$ cat config.mk
export PLATFORM = sky130hd
export DESIGN_NAME = line_fill_arbiter
export DESIGN_NICKNAME = d
export VERILOG_FILES = /design/src/rtl/lfa_pkg.sv /design/src/rtl/rr_pick.sv /design/src/rtl/line_fill_arbiter.sv
export SDC_FILE = /design/constraint.sdc
export NUM_CORES = 1
export LEC_CHECK = 0
export CAP_MARGIN = 20
export CORE_AREA = 2 2 441 443
export DETAILED_ROUTE_END_ITERATION = 10
export DIE_AREA = 0 0 443 445
export SYNTH_ARGS = -nofsm -noshare
export SYNTH_HDL_FRONTEND = slang
export SYNTH_SLANG_ARGS = --single-unit
$ cat constraint.sdc
create_clock -name clk -period 2.5 [get_ports clk]
set_input_delay 0.5 -clock clk [delete_from_list [all_inputs] [get_ports clk]]
set_output_delay 0.5 -clock clk [all_outputs]
set_load 0.01 [all_outputs]
$ cat src/rtl/lfa_pkg.sv
`default_nettype none
// ============================================================================
// Module      : lfa_pkg
// Description : Shared types and helpers for the line-fill arbiter.
// Revision    : 1.0 - initial release
// ============================================================================
package lfa_pkg;

    localparam int LFA_AW = 32;

    typedef enum logic [1:0] {
        IDLE  = 2'd0,
        ISSUE = 2'd1,
        WAIT  = 2'd2,
        RESP  = 2'd3
    } lfa_state_t;

    // Ceiling log2, never below 1 so single-entry ranges still get a bit.
    function automatic int lfa_clog2(input int value);
        int r;
        r = 0;
        for (int i = 0; i < 31; i++) begin
            if ((1 << i) < value) begin
                r = i + 1;
            end
        end
        return (r < 1) ? 1 : r;
    endfunction

endpackage
`default_nettype wire

$ cat src/rtl/rr_pick.sv
`default_nettype none
// ============================================================================
// Module      : rr_pick
// Description : Combinational round-robin picker: first set request at or
//               above ptr, wrapping around.
// Revision    : 1.0 - initial release
// ============================================================================
module rr_pick
    import lfa_pkg::*;
#(
    parameter int NR = 2,
    parameter int PW = 1
) (
    input  logic [NR-1:0] req,
    input  logic [PW-1:0] ptr,
    output logic          any,
    output logic [PW-1:0] idx
);

    logic [2*NR-1:0] w_dbl;
    logic [NR-1:0]   w_rot;
    logic [PW:0]     w_sum;

    // Rotate so bit 0 is the requester at ptr; the lowest set bit wins.
    assign w_dbl = {req, req} >> ptr;
    assign w_rot = w_dbl[NR-1:0];

    always_comb begin
        any   = |w_rot;
        w_sum = '0;
        for (int k = NR - 1; k >= 0; k--) begin
            if (w_rot[k]) begin
                w_sum = {1'b0, ptr} + (PW + 1)'(k);
            end
        end
        if (w_sum >= (PW + 1)'(NR)) begin
            w_sum = w_sum - (PW + 1)'(NR);
        end
        idx = w_sum[PW-1:0];
    end

endmodule
`default_nettype wire

$ cat src/rtl/line_fill_arbiter.sv
`default_nettype none
// ============================================================================
// Module      : line_fill_arbiter
// Description : Shares one line-fill memory port among NR cache controllers
//               with round-robin grant and a fill watchdog.
// Revision    : 1.0 - initial release
// ============================================================================
module line_fill_arbiter
    import lfa_pkg::*;
#(
    parameter int NR = 2,
    parameter int LW = 512,
    parameter int AW = LFA_AW,
    parameter int TO = 1024
) (
    input  logic              clk,
    input  logic              rst,
    input  logic [NR-1:0]     rq_start,
    input  logic [NR*AW-1:0]  rq_addr,
    output logic [NR-1:0]     rq_done,
    output logic              rq_err,
    output logic [LW-1:0]     rq_data,
    output logic              busy,
    output logic              m_start,
    output logic [AW-1:0]     m_addr,
    input  logic [LW-1:0]     m_data,
    input  logic              m_done
);

    localparam int              PW         = lfa_clog2(NR);
    localparam int              WW         = lfa_clog2(TO + 1);
    localparam logic [WW-1:0]   c_wd_last  = WW'((TO == 0) ? 0 : TO - 1);
    localparam logic [PW-1:0]   c_last_idx = PW'(NR - 1);

    lfa_state_t     r_state;
    lfa_state_t     w_state_nx;
    logic [NR-1:0]  r_pend;
    logic [AW-1:0]  r_addr [NR];
    logic [PW-1:0]  r_ptr;
    logic [PW-1:0]  r_gnt;
    logic [WW-1:0]  r_wdog;
    logic           r_err;
    logic           w_any;
    logic [PW-1:0]  w_idx;
    logic [NR-1:0]  w_clr;
    logic           w_timeout;

    rr_pick #(
        .NR (NR),
        .PW (PW)
    ) u_pick (
        .req (r_pend),
        .ptr (r_ptr),
        .any (w_any),
        .idx (w_idx)
    );

    for (genvar i = 0; i < NR; i++) begin : g_req
        assign w_clr[i] = (r_state == RESP) && (r_gnt == PW'(i));
    end

    assign rq_done   = w_clr;
    assign w_timeout = (TO != 0) && (r_wdog == c_wd_last);

    // A new miss in the same cycle as its completion re-arms the slot.
    always_ff @(posedge clk) begin
        if (rst) begin
            r_pend <= '0;
            for (int i = 0; i < NR; i++) begin
                r_addr[i] <= '0;
            end
        end else begin
            for (int i = 0; i < NR; i++) begin
                if (rq_start[i] && (!r_pend[i] || w_clr[i])) begin
                    r_pend[i] <= 1'b1;
                    r_addr[i] <= rq_addr[i*AW +: AW];
                end else if (w_clr[i]) begin
                    r_pend[i] <= 1'b0;
                end
            end
        end
    end

    always_ff @(posedge clk) begin
        if (rst) begin
            r_state <= IDLE;
            r_ptr   <= '0;
            r_gnt   <= '0;
            r_wdog  <= '0;
            r_err   <= 1'b0;
            m_addr  <= '0;
            rq_data <= '0;
        end else begin
            r_state <= w_state_nx;
            case (r_state)
                IDLE: begin
                    if (w_any) begin
                        r_gnt  <= w_idx;
                        m_addr <= r_addr[w_idx];
                    end
                end
                ISSUE: begin
                    r_wdog <= '0;
                end
                WAIT: begin
                    if (m_done) begin
                        rq_data <= m_data;
                        r_err   <= 1'b0;
                    end else if (w_timeout) begin
                        r_err   <= 1'b1;
                    end else begin
                        r_wdog  <= r_wdog + WW'(1);
                    end
                end
                RESP: begin
                    r_ptr <= (r_gnt == c_last_idx) ? '0 : r_gnt + PW'(1);
                end
                default: begin
                end
            endcase
        end
    end

    always_comb begin
        w_state_nx = r_state;
        m_start    = 1'b0;
        rq_err     = 1'b0;
        busy       = (r_state != IDLE);
        case (r_state)
            IDLE: begin
                if (w_any) begin
                    w_state_nx = ISSUE;
                end
            end
            ISSUE: begin
                m_start    = 1'b1;
                w_state_nx = WAIT;
            end
            WAIT: begin
                if (m_done || w_timeout) begin
                    w_state_nx = RESP;
                end
            end
            RESP: begin
                rq_err     = r_err;
                w_state_nx = IDLE;
            end
            default: begin
                w_state_nx = IDLE;
            end
        endcase
    end

endmodule
`default_nettype wire

Yosys cells after proc, flatten, opt, wreduce, memory -nomap -nowiden
Memory sizes are Yosys's and may differ from the RTL's. A register that Yosys moved wholly into a read port is not among the register bits.
Index checks and enable logic that the tools add are counted.
{"block": "classes", "n_addsub": 4, "n_lt_le_gt_ge": 1, "n_eq_ne": 8, "shifts": 1, "muxes": 28, "bitwise_logic": 3, "reduce_logical": 21}
{"op": "$mux 32", "n": 2}
{"op": "$mux 11", "n": 2}
{"op": "$pmux 11 s2", "n": 1}
{"op": "$mux 1", "n": 18}
{"op": "$add 11x1->11 const B", "n": 1}
{"op": "$eq 11x10->1 const B", "n": 1}
{"op": "$reduce_bool 2->1", "n": 5}
{"op": "$mux 2", "n": 4}
{"op": "$pmux 2 s4", "n": 1}
{"op": "$reduce_and 2->1", "n": 4}
{"op": "$ne 2x2->1 const B", "n": 3}
{"op": "$eq 2x2->1 const B", "n": 2}
{"op": "$logic_and 1x1->1", "n": 4}
{"op": "$shr 4x1->2", "n": 1}
{"op": "$logic_or 1x1->1", "n": 3}
{"op": "$reduce_and 3->1", "n": 1}
{"op": "$add 1x1->2 const B", "n": 1}
{"op": "$eq 2x1->1 const B", "n": 1}
{"op": "$ge 2x2->1 const B", "n": 1}
{"op": "$logic_not 1->1", "n": 2}
{"op": "$logic_not 2->1", "n": 1}
{"op": "$ne 2x1->1 const B", "n": 1}
{"op": "$or 1x1->1", "n": 2}
{"op": "$reduce_or 2->1", "n": 1}
{"op": "3 further kinds", "n": 3}
{"block": "word_totals", "register_bits": 530, "ramBits": 64, "inputBits": 581, "output_inout_bits": 549, "wordCells": 75, "mem_count": 1}
{"memory": "r_addr", "words": 2, "word_bits": 32, "read_ports": 1, "rd_ports_with_merged_regs": 1, "write_ports": 2, "line": "line_fill_arbiter.sv:38", "source": "logic [AW-1:0] r_addr [NR];"}

Logic depth before layout (Yosys ltp)
{"block": "logic_depth", "word_depth": 8, "mapped_depth": 8, "depth_no_buf": 6}

Cells and area by module
From an unflattened synthesis, not the netlist that was laid out.
{"block": "unflattened", "hier_cells": 2621, "hier_area_um2": 22150.0}
{"module": "line_fill_arbiter", "instances": 1, "cells_each": 2618, "area_each_um2": 22132.5, "seq_area_each_um2": 13172.6}
{"module": "rr_pick", "instances": 1, "cells_each": 3, "area_each_um2": 17.5, "seq_area_each_um2": 0.0}

Least setup slack after synthesis
Ideal clock, no wire load.
{"block": "synth_path", "path_type": "input port to flip-flop", "start": "input port rst", "end": "memory r_addr[0][0] in the netlist's numbering, enable pin", "setup_time_ps": 388, "arrival_ps": 1682, "t_required_ps": 2112, "path_slack_ps": 431, "stages": 3, "cell_sequence": "buf_2 > buf_1 > a21o_1"}
{"item": "start, declared", "line": "line_fill_arbiter.sv:17", "source": "input logic rst,"}
{"item": "end, declared", "line": "line_fill_arbiter.sv:38"}

Final worst setup path
{"block": "layout_path", "start": "register rq_data[270]", "end": "output port rq_data[270]"}
{"item": "start, declared", "line": "line_fill_arbiter.sv:22", "source": "output logic [LW-1:0] rq_data,"}
{"item": "start signal, assigned", "line": "line_fill_arbiter.sv:107", "source": "rq_data <= m_data;"}
No word-level cell between the ends.

==> results.md <==
- Result of the run: complete, no violations
- TritonCTS clock tree: done
- Hold/Removal Path Class: in -> reg
- Setup WS post-layout: 93.6 ps
- Number of clock sinks: 626
- Sum of negative setup slack: 0 ps
- Overall overflow remaining after global route: 0
- Gate count of the mapped netlist: 2623
- Synth area leaders: sky130_fd_sc_hd__dfxtp_1 51%, sky130_fd_sc_hd__nand2_1 18%, sky130_fd_sc_hd__a21oi_1 12%
- Setup repair after global routing missed its margin: false
- Crit path launch type: flop
- Layout overhead on the synthesized area: 80.2%
- Routed wire length per instance: between 20 and 25 um
- Most instantiated flip-flop cell in the synthesis netlist: sky130_fd_sc_hd__dfxtp_1
- Tcrit/Tclk final: 96.3%
- Drt drc: 0
- Actual transition at the worst max-transition pin: 686 ps
- Pint: 0.0218 W
- Yosys top cell area share: between 50% and 60%
- Pin count of the biggest net entering global routing: 89
- Normalized max-slew margin: 54.2%
- Logic gate share of total power: 24.6%
- Critical path's slowest cell: sky130_fd_sc_hd__clkdlybuf4s50_1
- Clock slew seen by the registers of the worst setup and hold paths: about 60 ps
- Placeable core region: 0.192 mm^2
- Clock tree root driver cell: sky130_fd_sc_hd__clkbuf_16
- Worst slack after detailed placement: 97.2 ps
- Worst Skew: approximately 45 ps
- Power share of the sequential group: a little under two fifths
- Detailed Route WL: 151 mm
- Ports: about 1100
- Worst Setup End Kind: output pin
- Clock insertion delay at the later pin of the skew report: 710 ps
- Wire length of the first global-routing pass: 196 mm
- Crit path max fanout: 2
- Number of DRC violations after detailed-routing iteration 0: 1553
- Final hold viol count: 0
- Fraction of registers with async set or reset after synthesis: 0%
- Clock share of power: 38.0%
- Starting utilization of the core area: 11.5%
- Half-perimeter wire length after detailed placement: 125 mm
- Area of the mapped netlist: 0.0221 mm^2
- Maximum single-stage delay on the critical path: 650 ps
- Number of antenna violations at the first check in global routing: 22
- Time the final worst path needs with I/O delays and setup: 2410 ps
- Overall power consumption: 0.0317 W
- Nets: 4349
- Maximum clock insertion buffer count: 3
- Core Rows: 161
- Syn. warnings: 0
- Number of vias in the routed layout: 23064
- Post-Synthesis Mean Instance Area: 8.44 um^2
- Worst hold slack: 284 ps
- Number of global-route vias before repair: 22239
- Fraction of layout cells with a size suffix above 1: 7.26%
- Distinct cell type count after synthesis: 50
- Mean number of vias per cell: 3.62
- Final-report max-slew violation count: 0
- Detail Route Antenna Nets: 0
- Overall fraction of global-route tracks in use: between 10% and 20%
- Cell chain of the critical path: clkdlybuf4s50_1
- Cell area power density: a little under 800 mW/mm^2
- Area leader, netlist: sky130_fd_sc_hd__dfxtp_1
- Max VDD drop: roughly 0.00052 V
- Proportion of total power due to net switching: a little under a third
- Number of buffers created by CTS: 81
- EDFF count, synth: 64
- Maximum frequency from static timing analysis: 416 MHz
- # H-tree levels: 3
- Seq cells post-synth: around 630
- Crit Path Class: reg -> out
- Final GP Congestion: 1.07
- Delay-heaviest family, CP: buffers and inverters
- Die area: 0.197 mm^2
- Die span in y: 445 um
- Arrival time at the worst endpoint: 1910 ps
- Data required time at the worst endpoint: about 2000 ps
- Proportion of synthesized chip area in sequential cells: 59.5%
- Max-cap violation count: 0
- Port-buffer cells: ~1100
- WP buf/inv: 1
- Die width: 443 um
- Slack of the worst reg-to-reg path: approximately 370 ps
- Leakage: 13.5 nW
- Number of setup violations in the final report: 0
- Post-CTS Repair Setup Buffers: 0
- Pre-antenna DRT Iters: 5
- Number of nets in the synthesized netlist: roughly 3200
- Net switching component of the power: 0.00997 W
synthesized netlist by cell type (2+ instances only):
cell type and instances:
sky130_fd_sc_hd__a211oi_1 34, sky130_fd_sc_hd__nand3_1 10, sky130_fd_sc_hd__buf_4 3, sky130_fd_sc_hd__nor2b_1 2, sky130_fd_sc_hd__edfxtp_1 64, sky130_fd_sc_hd__buf_2 27, sky130_fd_sc_hd__nor2_1 40, sky130_fd_sc_hd__and2_1 66
sky130_fd_sc_hd__buf_1 34, sky130_fd_sc_hd__nor4b_1 3, sky130_fd_sc_hd__a21oi_1 522, sky130_fd_sc_hd__a21o_1 2, sky130_fd_sc_hd__dfxtp_1 562, sky130_fd_sc_hd__ha_1 6, sky130_fd_sc_hd__or3_2 2, sky130_fd_sc_hd__nand2_1 1034
sky130_fd_sc_hd__mux2i_1 32, sky130_fd_sc_hd__inv_1 10, sky130_fd_sc_hd__o21ai_0 3, sky130_fd_sc_hd__a211o_1 2, sky130_fd_sc_hd__nand2b_1 4, sky130_fd_sc_hd__nor3_1 5, sky130_fd_sc_hd__clkbuf_1 129
power groups by stage:
| stage | clock (W) | combinational [W] | sequential (W) |
|---|---|---|---|
| 2_1_floorplan | 0 | 0.00252 | 0.0123 |
| 3_3_place_gp | 0 | 0.00792 | 0.0120 |
| 3_5_place_dp | 0 | 0.00796 | 0.0120 |
| 4_1_cts | 0.0125 | 0.00798 | 0.0118 |
| 5_1_grt | 0.0128 | 0.00840 | 0.0120 |
| 6_report | 0.0120 | 0.00782 | 0.0119 |
through the flow:
step | cell area, um^2 | utilization [%] | instances
2_1_floorplan | 22100 | - | 2623
4_1_cts | 39900 | 20.8 | 6353
3_3_place_gp | 37200 | 19.4 | 6205
6_report | 39900 | 20.8 | 6366
5_1_grt | 39900 | 20.8 | 6364
3_5_place_dp | 37200 | 19.4 | 6205
sequential cells by signal, summed over array words and instances (netlist names):
| signal | cells |
|---|---|
| m_addr | 32 |
| r_addr | 64 |
| r_err | 1 |
| r_gnt | 1 |
| r_pend | 2 |
| r_ptr | 1 |
| r_state | 2 |
| r_wdog | 11 |
| rq_data | 512 |
routing by layer:
layer	vias to the layer above	GRT usage [%]	wire [um]	share of wire, %
met5	-	0	13	0.0086
met3	163	7.96	18600	12
li1	10873	-	-	-
met2	927	24.0	71500	47
met4	2	4.46	4050	2.7
met1	11099	16.0	57100	38
timing repair:
| item | 4_1_cts | 5_1_grt |
|---|---|---|
| hold buffers | 0 | 0 |
| gates resized for setup | 18 | 2 |
| pin swaps | 0 | 0 |
| endpoints found under the hold margin | 0 | 0 |
| endpoints found under the setup margin | 13 | 2 |
placed cells by master (no fill, tap or decap), types with 2 or more instances in the layout:
master / instances
sky130_fd_sc_hd__nor2_4: 2
sky130_fd_sc_hd__mux2i_1: 32
sky130_fd_sc_hd__ha_1: 5
sky130_fd_sc_hd__clkinv_2: 10
sky130_fd_sc_hd__clkinv_16: 2
sky130_fd_sc_hd__dlygate4sd2_1: 11
sky130_fd_sc_hd__diode_2: 13
sky130_fd_sc_hd__clkbuf_8: 13
sky130_fd_sc_hd__buf_4: 98
sky130_fd_sc_hd__clkdlybuf4s50_1: 1107
sky130_fd_sc_hd__clkbuf_16: 82
sky130_fd_sc_hd__nor3_1: 5
sky130_fd_sc_hd__dfxtp_2: 2
sky130_fd_sc_hd__a211oi_1: 34
sky130_fd_sc_hd__a21o_1: 2
sky130_fd_sc_hd__dfxtp_1: 559
sky130_fd_sc_hd__clkinv_4: 2
sky130_fd_sc_hd__buf_12: 33
sky130_fd_sc_hd__nor4b_1: 3
sky130_fd_sc_hd__a21oi_1: 522
sky130_fd_sc_hd__o21ai_0: 3
sky130_fd_sc_hd__bufinv_16: 5
sky130_fd_sc_hd__clkinv_8: 2
sky130_fd_sc_hd__clkbuf_1: 22
sky130_fd_sc_hd__nor2b_1: 2
sky130_fd_sc_hd__edfxtp_1: 64
sky130_fd_sc_hd__and2_1: 65
sky130_fd_sc_hd__inv_1: 9
sky130_fd_sc_hd__nand2b_1: 4
sky130_fd_sc_hd__or3_2: 2
sky130_fd_sc_hd__a211o_1: 2
sky130_fd_sc_hd__nand3_1: 10
sky130_fd_sc_hd__clkinvlp_4: 4
sky130_fd_sc_hd__nor2_1: 38
sky130_fd_sc_hd__nand2_1: 1033
sky130_fd_sc_hd__inv_6: 4
cells by family after synthesis:
logic type / synth area share, %
compound gates: 13.8
flops: 59.5
simple gates: 21.2
mux: 1.50
fa+ha+maj: 0.339
buf+inv: 3.73
final timing paths:
path                     start            to  cells after the start
setup / recovery  rq_data[270]  rq_data[270]                      1
hold / removal             rst     r_wdog[0]                      2
setup reg to reg     r_wdog[0]     r_wdog[9]                      5
hold reg to reg   rq_data[391]  rq_data[391]                      2
cell type report:
class                           instances  area [um^2]
Fill cell                           21194       152000
Sequential cell                       626        13200
Timing Repair Buffer                 1251        12600
Multi-Input combinational cell       1792         8190
Tap cell                             2526         3160
Clock buffer                          117         2310
Clock inverter                         31          399
Inverter                               10         40.0
Antenna cell                           13         32.5
Note: power is estimated with default switching activity, not from simulation.
